`config.mk`:
```
export PLATFORM = sky130hd
export DESIGN_NAME = seq_div_32
export DESIGN_NICKNAME = d
export VERILOG_FILES = /design/src/rtl/seq_div_32_pkg.sv /design/src/rtl/seq_div_32_rc_add_sub.sv /design/src/rtl/seq_div_32.sv
export SDC_FILE = /design/constraint.sdc
export NUM_CORES = 1
export LEC_CHECK = 0
export ABC_AREA = 1
export CORE_UTILIZATION = 60
export CTS_CLUSTER_DIAMETER = 30
export DETAILED_ROUTE_END_ITERATION = 12
export PLACE_DENSITY_LB_ADDON = 0.2
export SLEW_MARGIN = 20
export SYNTH_ARGS = -nofsm -noshare
export SYNTH_HDL_FRONTEND = slang
export SYNTH_HIERARCHICAL = 1
export SYNTH_SLANG_ARGS = --single-unit
```
`constraint.sdc`:
```
create_clock -name CLK -period 31.6 [get_ports CLK]
set_input_delay 9.48 -clock CLK [delete_from_list [all_inputs] [get_ports CLK]]
set_output_delay 9.48 -clock CLK [all_outputs]
set_load 0.05 [all_outputs]
```
`src/rtl/seq_div_32_pkg.sv`:
```
// seq_div_32 shared definitions: datapath width and divider FSM states.
// Used by the divider and the ripple-carry adder/subtractor.
package seq_div_32_pkg;

  localparam int DATA_WIDTH       = 32;
  localparam int DATA_INDEX_LIMIT = DATA_WIDTH - 1;
  localparam int CNT_W            = 6;

  typedef enum logic [1:0] {
    DIV_ST_IDLE = 2'd0,
    DIV_ST_RUN  = 2'd1,
    DIV_ST_FIX  = 2'd2
  } div_st_e;

endpackage

```
`src/rtl/seq_div_32_rc_add_sub.sv`:
```
// RC_ADD_SUB_32: 32-bit ripple-carry adder/subtractor.
// SnA=1 computes A-B with CO=1 meaning no borrow.
module RC_ADD_SUB_32
  import seq_div_32_pkg::*;
(
  output logic [DATA_WIDTH-1:0] Y,
  output logic                  CO,
  input  logic [DATA_WIDTH-1:0] A,
  input  logic [DATA_WIDTH-1:0] B,
  input  logic                  SnA
);

  always_comb begin
    logic c;
    logic bx;
    c  = SnA;
    bx = 1'b0;
    Y  = '0;
    for (int i = 0; i <= DATA_INDEX_LIMIT; i++) begin
      bx   = B[i] ^ SnA;
      Y[i] = A[i] ^ bx ^ c;
      c    = (A[i] & bx) | (c & (A[i] ^ bx));
    end
    CO = c;
  end

endmodule

```
`src/rtl/seq_div_32.sv`:
```
// seq_div_32: restoring shift/subtract divider, one quotient bit per cycle.
// Define SEQ_DIV_SIGNED_EN to build the two's-complement (SIGNED=1) mode.
module seq_div_32
  import seq_div_32_pkg::*;
#(
  parameter int WIDTH = DATA_WIDTH
) (
  input  logic             CLK,
  input  logic             RST,
  input  logic             START,
  input  logic [WIDTH-1:0] DVND,
  input  logic [WIDTH-1:0] DVSR,
  input  logic             SIGNED,
  output logic [WIDTH-1:0] QUOT,
  output logic [WIDTH-1:0] REM,
  output logic             DONE,
  output logic             BUSY,
  output logic             DIV_BY_ZERO
);

  div_st_e          st_q, st_d;
  logic [CNT_W-1:0] cnt_q, cnt_d;
  logic [WIDTH-1:0] r_q, r_d;
  logic [WIDTH-1:0] q_q, q_d;
  logic [WIDTH-1:0] d_q, d_d;
  logic [WIDTH-1:0] quot_q, quot_d;
  logic [WIDTH-1:0] rem_q, rem_d;
  logic             done_q, done_d;
  logic             dbz_q, dbz_d;

  logic [WIDTH-1:0] r_sh, q_sh, trial;
  logic             msb, trial_co, accept;
  logic [WIDTH-1:0] dvnd_abs, dvsr_abs;
  logic [WIDTH-1:0] quot_fix, rem_fix;
  logic             go;

  assign go = (st_q == DIV_ST_IDLE)
            & START & (DVSR != '0);

  assign {msb, r_sh, q_sh} = {r_q, q_q, 1'b0};

  RC_ADD_SUB_32 u_trial (
    .Y   (trial),
    .CO  (trial_co),
    .A   (r_sh),
    .B   (d_q),
    .SnA (1'b1)
  );

  assign accept = msb | trial_co;

`ifdef SEQ_DIV_SIGNED_EN
  logic             neg_q_q, neg_q_d;
  logic             neg_r_q, neg_r_d;
  logic             fix;
  logic             sgn_a, sgn_b;
  logic [WIDTH-1:0] na_in, nb_in;
  logic [WIDTH-1:0] na_out, nb_out;
  logic             na_co_unused;
  logic             nb_co_unused;

  // Negators condition operands in IDLE and fix results in FIX.
  assign fix   = (st_q == DIV_ST_FIX);
  assign na_in = fix ? q_q : DVND;
  assign nb_in = fix ? r_q : DVSR;

  RC_ADD_SUB_32 u_neg_a (
    .Y   (na_out),
    .CO  (na_co_unused),
    .A   ('0),
    .B   (na_in),
    .SnA (1'b1)
  );

  RC_ADD_SUB_32 u_neg_b (
    .Y   (nb_out),
    .CO  (nb_co_unused),
    .A   ('0),
    .B   (nb_in),
    .SnA (1'b1)
  );

  assign sgn_a    = SIGNED & DVND[DATA_INDEX_LIMIT];
  assign sgn_b    = SIGNED & DVSR[DATA_INDEX_LIMIT];
  assign dvnd_abs = sgn_a ? na_out : DVND;
  assign dvsr_abs = sgn_b ? nb_out : DVSR;
  assign quot_fix = neg_q_q ? na_out : q_q;
  assign rem_fix  = neg_r_q ? nb_out : r_q;

  always_comb begin
    neg_q_d = neg_q_q;
    neg_r_d = neg_r_q;
    if (go) begin
      neg_q_d = sgn_a ^ sgn_b;
      neg_r_d = sgn_a;
    end
  end

  always_ff @(posedge CLK or posedge RST) begin
    if (RST) begin
      neg_q_q <= 1'b0;
      neg_r_q <= 1'b0;
    end else begin
      neg_q_q <= neg_q_d;
      neg_r_q <= neg_r_d;
    end
  end
`else
  logic signed_unused;

  assign signed_unused = SIGNED;
  assign dvnd_abs      = DVND;
  assign dvsr_abs      = DVSR;
  assign quot_fix      = q_q;
  assign rem_fix       = r_q;
`endif

  always_comb begin
    st_d   = st_q;
    cnt_d  = cnt_q;
    r_d    = r_q;
    q_d    = q_q;
    d_d    = d_q;
    quot_d = quot_q;
    rem_d  = rem_q;
    dbz_d  = dbz_q;
    done_d = 1'b0;
    unique case (st_q)
      DIV_ST_IDLE: begin
        if (go) begin
          q_d   = dvnd_abs;
          d_d   = dvsr_abs;
          r_d   = '0;
          cnt_d = CNT_W'(WIDTH);
          st_d  = DIV_ST_RUN;
        end else if (START) begin
          quot_d = '1;
          rem_d  = DVND;
          dbz_d  = 1'b1;
          done_d = 1'b1;
        end
      end
      DIV_ST_RUN: begin
        r_d   = accept ? trial : r_sh;
        q_d   = {q_sh[WIDTH-1:1], accept};
        cnt_d = cnt_q - CNT_W'(1);
        if (cnt_q == CNT_W'(1)) begin
          st_d = DIV_ST_FIX;
        end
      end
      DIV_ST_FIX: begin
        quot_d = quot_fix;
        rem_d  = rem_fix;
        dbz_d  = 1'b0;
        done_d = 1'b1;
        st_d   = DIV_ST_IDLE;
      end
      default: st_d = DIV_ST_IDLE;
    endcase
  end

  always_ff @(posedge CLK or posedge RST) begin
    if (RST) begin
      st_q   <= DIV_ST_IDLE;
      cnt_q  <= '0;
      r_q    <= '0;
      q_q    <= '0;
      d_q    <= '0;
      quot_q <= '0;
      rem_q  <= '0;
      done_q <= 1'b0;
      dbz_q  <= 1'b0;
    end else begin
      st_q   <= st_d;
      cnt_q  <= cnt_d;
      r_q    <= r_d;
      q_q    <= q_d;
      d_q    <= d_d;
      quot_q <= quot_d;
      rem_q  <= rem_d;
      done_q <= done_d;
      dbz_q  <= dbz_d;
    end
  end

  assign QUOT        = quot_q;
  assign REM         = rem_q;
  assign DONE        = done_q;
  assign DIV_BY_ZERO = dbz_q;
  assign BUSY        = (st_q != DIV_ST_IDLE);

endmodule

```
# Yosys cells after proc, flatten, opt, wreduce, memory -nomap -nowiden
# Cells that the tools add are included.
dict set report totals {
  out_inout_bits 67
  rom_bits 0
  memories 0
  regBits 170
  latch_bits 0
  ramBits 0
  word_cells 242
}
dict set report op_classes {
  n_reduce_logical 9
  n_mul 0
  shifts 0
  mux 22
  n_addsub 1
  div_mod_pow 0
  n_eq_ne 7
  n_lt_le_gt_ge 0
  bitwise_logic 194
}
# op count
set op_table {}
lappend op_table {{$pmux 32 s2} 4}
lappend op_table {{$mux 32} 7}
lappend op_table {{$and 1x1->1} 65}
lappend op_table {{$xor 1x1->1} 63}
lappend op_table {{$not 1->1} 33}
lappend op_table {{$or 1x1->1} 33}
lappend op_table {{$reduce_bool 32->1} 1}
lappend op_table {{$pmux 6 s2} 1}
lappend op_table {{$ne 2x2->1 const B} 4}
lappend op_table {{$eq 6x1->1 const B} 1}
lappend op_table {{$mux 6} 1}
lappend op_table {{$reduce_and 2->1} 3}
lappend op_table {{$reduce_bool 2->1} 3}
lappend op_table {{$sub 6x1->6 const B} 1}
lappend op_table {{$mux 1} 4}
lappend op_table {{$mux 2} 2}
lappend op_table {{$pmux 1 s2} 2}
lappend op_table {{$pmux 2 s2} 1}
lappend op_table {{$reduce_and 3->1} 1}
lappend op_table {{$eq 2x1->1 const B} 1}
lappend op_table {{$eq 2x2->1 const B} 1}
lappend op_table {{$logic_not 2->1} 1}

# Depth between registers and ports, before layout
dict set report logic_depth {
  word_depth 68
  depth_mapped 46
  depth_no_buf 42
}

# Hierarchy
# Netlist, hierarchy kept.
# mod cells_per_inst instances seq_area_each_um2 area_each_um2
set modules_own_cells {}
lappend modules_own_cells {seq_div_32 1068 1 4254.1 8060.2}
lappend modules_own_cells {RC_ADD_SUB_32 231 1 0.0 1451.4}

# Worst setup path after synthesis
# No wires, ideal clock.
dict set report synth_timing {
  path_kind {flip-flop to flip-flop}
  from {register d_q[0]}
  to {register r_q[10]}
  path_stages_with_launch 45
  arrival_time_ps 12511
  period_less_slack_ps 12576
  required_time_ps 31535
  path_slack_ps 19024
  cell_sequence {dfrtp_1 > inv_1 > nor2_1 > nor2_1 > fa_1 > inv_1 > fa_1 > fa_1 > fa_1 > fa_1 > fa_1 > fa_1 > fa_1 > fa_1 > fa_1 > fa_1 > fa_1 > inv_1 > [... 9 more ...] > fa_1 > fa_1 > fa_1 > fa_1 > fa_1 > fa_1 > fa_1 > fa_1 > fa_1 > fa_1 > inv_1 > fa_1 > nor2_1 > clkbuf_1 > clkbuf_1 > a21oi_1 > o21ai_0 > nand2_1}
}
dict set report synth_between {
  elab_chain_len 68
  elab_cells_between_ends 70
}
# item line
set synth_rtl {}
lappend synth_rtl {{start: declaration} seq_div_32.sv:25} ;# logic [WIDTH-1:0] d_q, d_d;
lappend synth_rtl {{start signal: assignment} seq_div_32.sv:168} ;# d_q <= '0;
lappend synth_rtl {{start signal: assignment} seq_div_32.sv:178} ;# d_q <= d_d;
lappend synth_rtl {{$not 1->1 (no line) *} n/a}
lappend synth_rtl {{$and 1x1->1 / $xor 1x1->1 (equally long branches)} seq_div_32_rc_add_sub.sv:22} ;# c = (A[i] & bx) | (c & (A[i] ^ bx));
lappend synth_rtl {{$or 1x1->1 *} seq_div_32_rc_add_sub.sv:22}
lappend synth_rtl {{$and 1x1->1 *} seq_div_32_rc_add_sub.sv:22}
lappend synth_rtl {{$or 1x1->1 *} seq_div_32_rc_add_sub.sv:22}
lappend synth_rtl {{$and 1x1->1 *} seq_div_32_rc_add_sub.sv:22}
lappend synth_rtl {{$or 1x1->1 *} seq_div_32_rc_add_sub.sv:22}
lappend synth_rtl {{$and 1x1->1 *} seq_div_32_rc_add_sub.sv:22}
lappend synth_rtl {{[... 53 more ...]} n/a}
lappend synth_rtl {{$and 1x1->1 *} seq_div_32_rc_add_sub.sv:22}
lappend synth_rtl {{$or 1x1->1 *} seq_div_32_rc_add_sub.sv:22}
lappend synth_rtl {{$and 1x1->1 *} seq_div_32_rc_add_sub.sv:22}
lappend synth_rtl {{$or 1x1->1 *} seq_div_32_rc_add_sub.sv:22}
lappend synth_rtl {{named net trial_co} seq_div_32.sv:32} ;# logic msb, trial_co, accept;
lappend synth_rtl {{$or 1x1->1 *} seq_div_32.sv:50} ;# assign accept = msb | trial_co;
lappend synth_rtl {{$mux 32 *} seq_div_32.sv:144} ;# r_d = accept ? trial : r_sh;
lappend synth_rtl {{$pmux 32 s2 *} seq_div_32.sv:128} ;# unique case (st_q)
lappend synth_rtl {{end signal: assignment} seq_div_32.sv:176} ;# r_q <= r_d;
lappend synth_rtl {{end: declaration} seq_div_32.sv:23} ;# logic [WIDTH-1:0] r_q, r_d;
# Mark *: on every way through the listed nets, which the timed path passes. The rest lies on a longest branch.
# A chain may end at the register's enable or synchronous reset.

# Worst setup path in the final report
dict set report layout_timing {
  from {register d_q[0]}
  to {register r_q[5]}
}
# Same word-level chain as after synthesis.

==> out/metrics.yaml <==
path_max_fanout: 42
avgSynthCellArea_um2: 7.32
path_clk_slew_ps: 60
cts_buffers: 17
synth_nets: 1400
finalCritPeriodShare_pct: 42.2
synth_fa_ha_area_share_pct: 6.79
pwr-share-comb_pct: 53.2
syn_area_um2: 9510
start_util_pct: 62.1
cts.sinks: 170
hold_viol: 0
grt_pass1_wl_um: 36100
layout_commonest_cell: "nand2_1"
clock_skew_ps: 6.60
areaGrowthSynthToFinish_pct: 20.4
cp-startpoint: "d_q[0]$_DFFE_PP0P_"
synthMuxAreaShare_pct: 0
drive_gt1_share_pct: 3.95
relSlewSlack_pct: 32.8
synth.largest_area_cell: "dfrtp_1"
status: "finished clean"
ys_top_cells_by_area: "dfrtp_1 (45%), nand2_1 (21%), nand3_1 (7.2%)"
fin_nets: 1481
grt_antenna_before_repair: 0
ys_seq_area_share_pct: 44.7
crit_required_ps: 31970
cts_tree: "built"
max_stage_delay_ps: 420
r2r_start: "d_q[0]$_DFFE_PP0P_"
rsz0062_at_grt: "no"
grt.overflow.total: 0
via_count: 8249
coreArea_um2: 15300
p_sw_mw: 0.618
via_per_inst: 5.14
htreeDepth: 4
tns_ps: 0
yosysUniqueCellTypes: 25
cp-start-kind: "flip-flop"
final_cell_mix: "nand2_1 (528), dfrtp_1 (170), inv_1 (170)"
cts_setup_buffers: 0
crit_top_cell: "fa_1"
hpwl_um: 13900
p_seq_share_pct: 29.8
drtIter0Drc: 729
grt_usage_pct: 28.0
crit_type: "reg2reg"
die_h_um: 128
slew_violations: 0
clockBufferDepth: 2
internal_power_mw: 0.725
n_antenna_cell: 0
cts_root_buf: "clkbuf_16"
rows: 45
cap_violations: 0
ys_ff_latch: 170
hp-class: "reg2reg"
p_leak_nw: 5.95
die_x_um: 128
die_area_um2: 16400
io_buffers: 133
p_total_mw: 1.34
power_density_nw_per_um2: 117
ios: 135
cpMaxStageDelayCell: "fa_1"
layout_min_cycle_time_ps: 13340
hold_buffers: 0
wire_per_inst_um: 13.4
cts-resized-gates: 0
vdd_drop_max_mv: 0.0491
hold_slack_ps: 502
clkPwrFrac_pct: 17.1
cp.arrival_ps: 13710
synth_xor_area_share_pct: 0.0921
place_congestion: 0.812
yosys.area_share.simple_pct: 29.9
p_sw_share_pct: 46.0
setup_violations: 0
grt_max_degree: 128
worst_slew_pin_slew_ps: 1010
hold_start: "QUOT[11]$_DFFE_PP0P_"
ys_warn_count: 6
clock_insertion_delay_worst_skew_ps: 430
grt_pass1_vias: 7372
first_pass_iters: 7
ant_nets: 0
synth_top_family_by_area: "simple AND/OR/NAND/NOR gates"
synth_compound_area_share_pct: 7.16
cp-end-kind: "flip-flop"
drcViolationCount: 0
synth_top_cell_area_share_pct: 44.7
timing.fmax_mhz: 75.0
synth_cells: 1299
wirelength_um: 21500
-- metrics by stage --
step	setup slack, ps	util (%)	std cells	cell area (µm²)
6_report	18260	74.8	1604	11500
3_3_place_gp	18490	70.4	1571	10800
5_1_grt	17810	74.8	1604	11500
4_1_cts	18360	74.8	1604	11500
2_1_floorplan	17520	-	1299	9510
3_5_place_dp	18420	70.5	1572	10800
-- power by group through the flow --
| stage | combinational [mW] | sequential, mW | clock [mW] |
|---|---|---|---|
| 6_report | 0.714 | 0.400 | 0.229 |
| 5_1_grt | 0.801 | 0.414 | 0.241 |
| 4_1_cts | 0.713 | 0.399 | 0.231 |
| 3_5_place_dp | 0.701 | 0.403 | 0 |
| 3_3_place_gp | 0.677 | 0.397 | 0 |
| 2_1_floorplan | 0.378 | 0.534 | 0 |
-- path summary, 6_finish.rpt --
| check | to | slack [ps] | cells past startpoint |
|---|---|---|---|
| max | r_q[5]$_DFFE_PP0P_ | 18260 | 43 |
| min | QUOT[11]$_DFFE_PP0P_ | 500 | 2 |
| max reg2reg | r_q[5]$_DFFE_PP0P_ | 18260 | 43 |
| min reg2reg | QUOT[11]$_DFFE_PP0P_ | 500 | 2 |
| max in group asynchronous | r_q[22]$_DFFE_PP0P_ | 20530 | 3 |
| min in group asynchronous | QUOT[2]$_DFFE_PP0P_ | 9620 | 2 |
-- worst max-delay path, delay by kind of cell (launching register included) --
family,cells,cell delay (ps)
DFF,1,400
and+or+nand+nor,4,370
adders and majority gates,31,11700
AOI/OAI and AO/OA,2,270
buffers and inverters,6,540
-- synthesized netlist by cell type --
| cell type | number |
|---|---|
| clkbuf_8 | 3 |
| fa_1 | 31 |
| o21ai_0 | 100 |
| nor3_1 | 1 |
| buf_6 | 4 |
| inv_8 | 1 |
| nand4_1 | 1 |
| xor2_1 | 1 |
| inv_1 | 173 |
| buf_4 | 7 |
| nor2_1 | 29 |
| dfrtp_1 | 170 |
| buf_2 | 25 |
| ha_1 | 2 |
| conb_1 | 1 |
| nand2_1 | 530 |
| a21oi_1 | 33 |
| nand3_1 | 136 |
| o21ai_2 | 1 |
| clkbuf_1 | 30 |
| nand2_2 | 5 |
| nor2_2 | 2 |
| buf_1 | 11 |
| a31oi_1 | 1 |
| or2_2 | 1 |
-- kinds of logic after synthesis --
kind of cell / after synthesis
xor+xnor: 1
other cells: 1
fa+ha+maj: 33
buf+inv: 254
simple gates: 705
compound gates: 135
flops: 170
-- routing by layer --
layer	up-vias	wire (µm)	part of all wire, %	track usage (%)
met5	-	0	0	0
met4	0	272	1.3	7.27
met3	24	1270	5.9	4.59
met2	267	9980	46	43.0
met1	3823	9990	46	41.7
li1	4135	-	-	-
-- flip-flops by register name, indices dropped and copies added (netlist names) --
name / cells
st_q: 2
DONE: 1
DIV_BY_ZERO: 1
cnt_q: 6
r_q: 32
REM: 32
q_q: 32
d_q: 32
QUOT: 32
-- layout make-up --
type | instances | area, µm²
fill | 1225 | 3860
tap | 211 | 264
clock inverter | 11 | 193
inverter | 174 | 669
timing repair buffer | 142 | 1420
clock buffer | 21 | 460
sequential | 170 | 4250
multi-input combinational | 875 | 4200
Power figures use the tool's default switching activity.
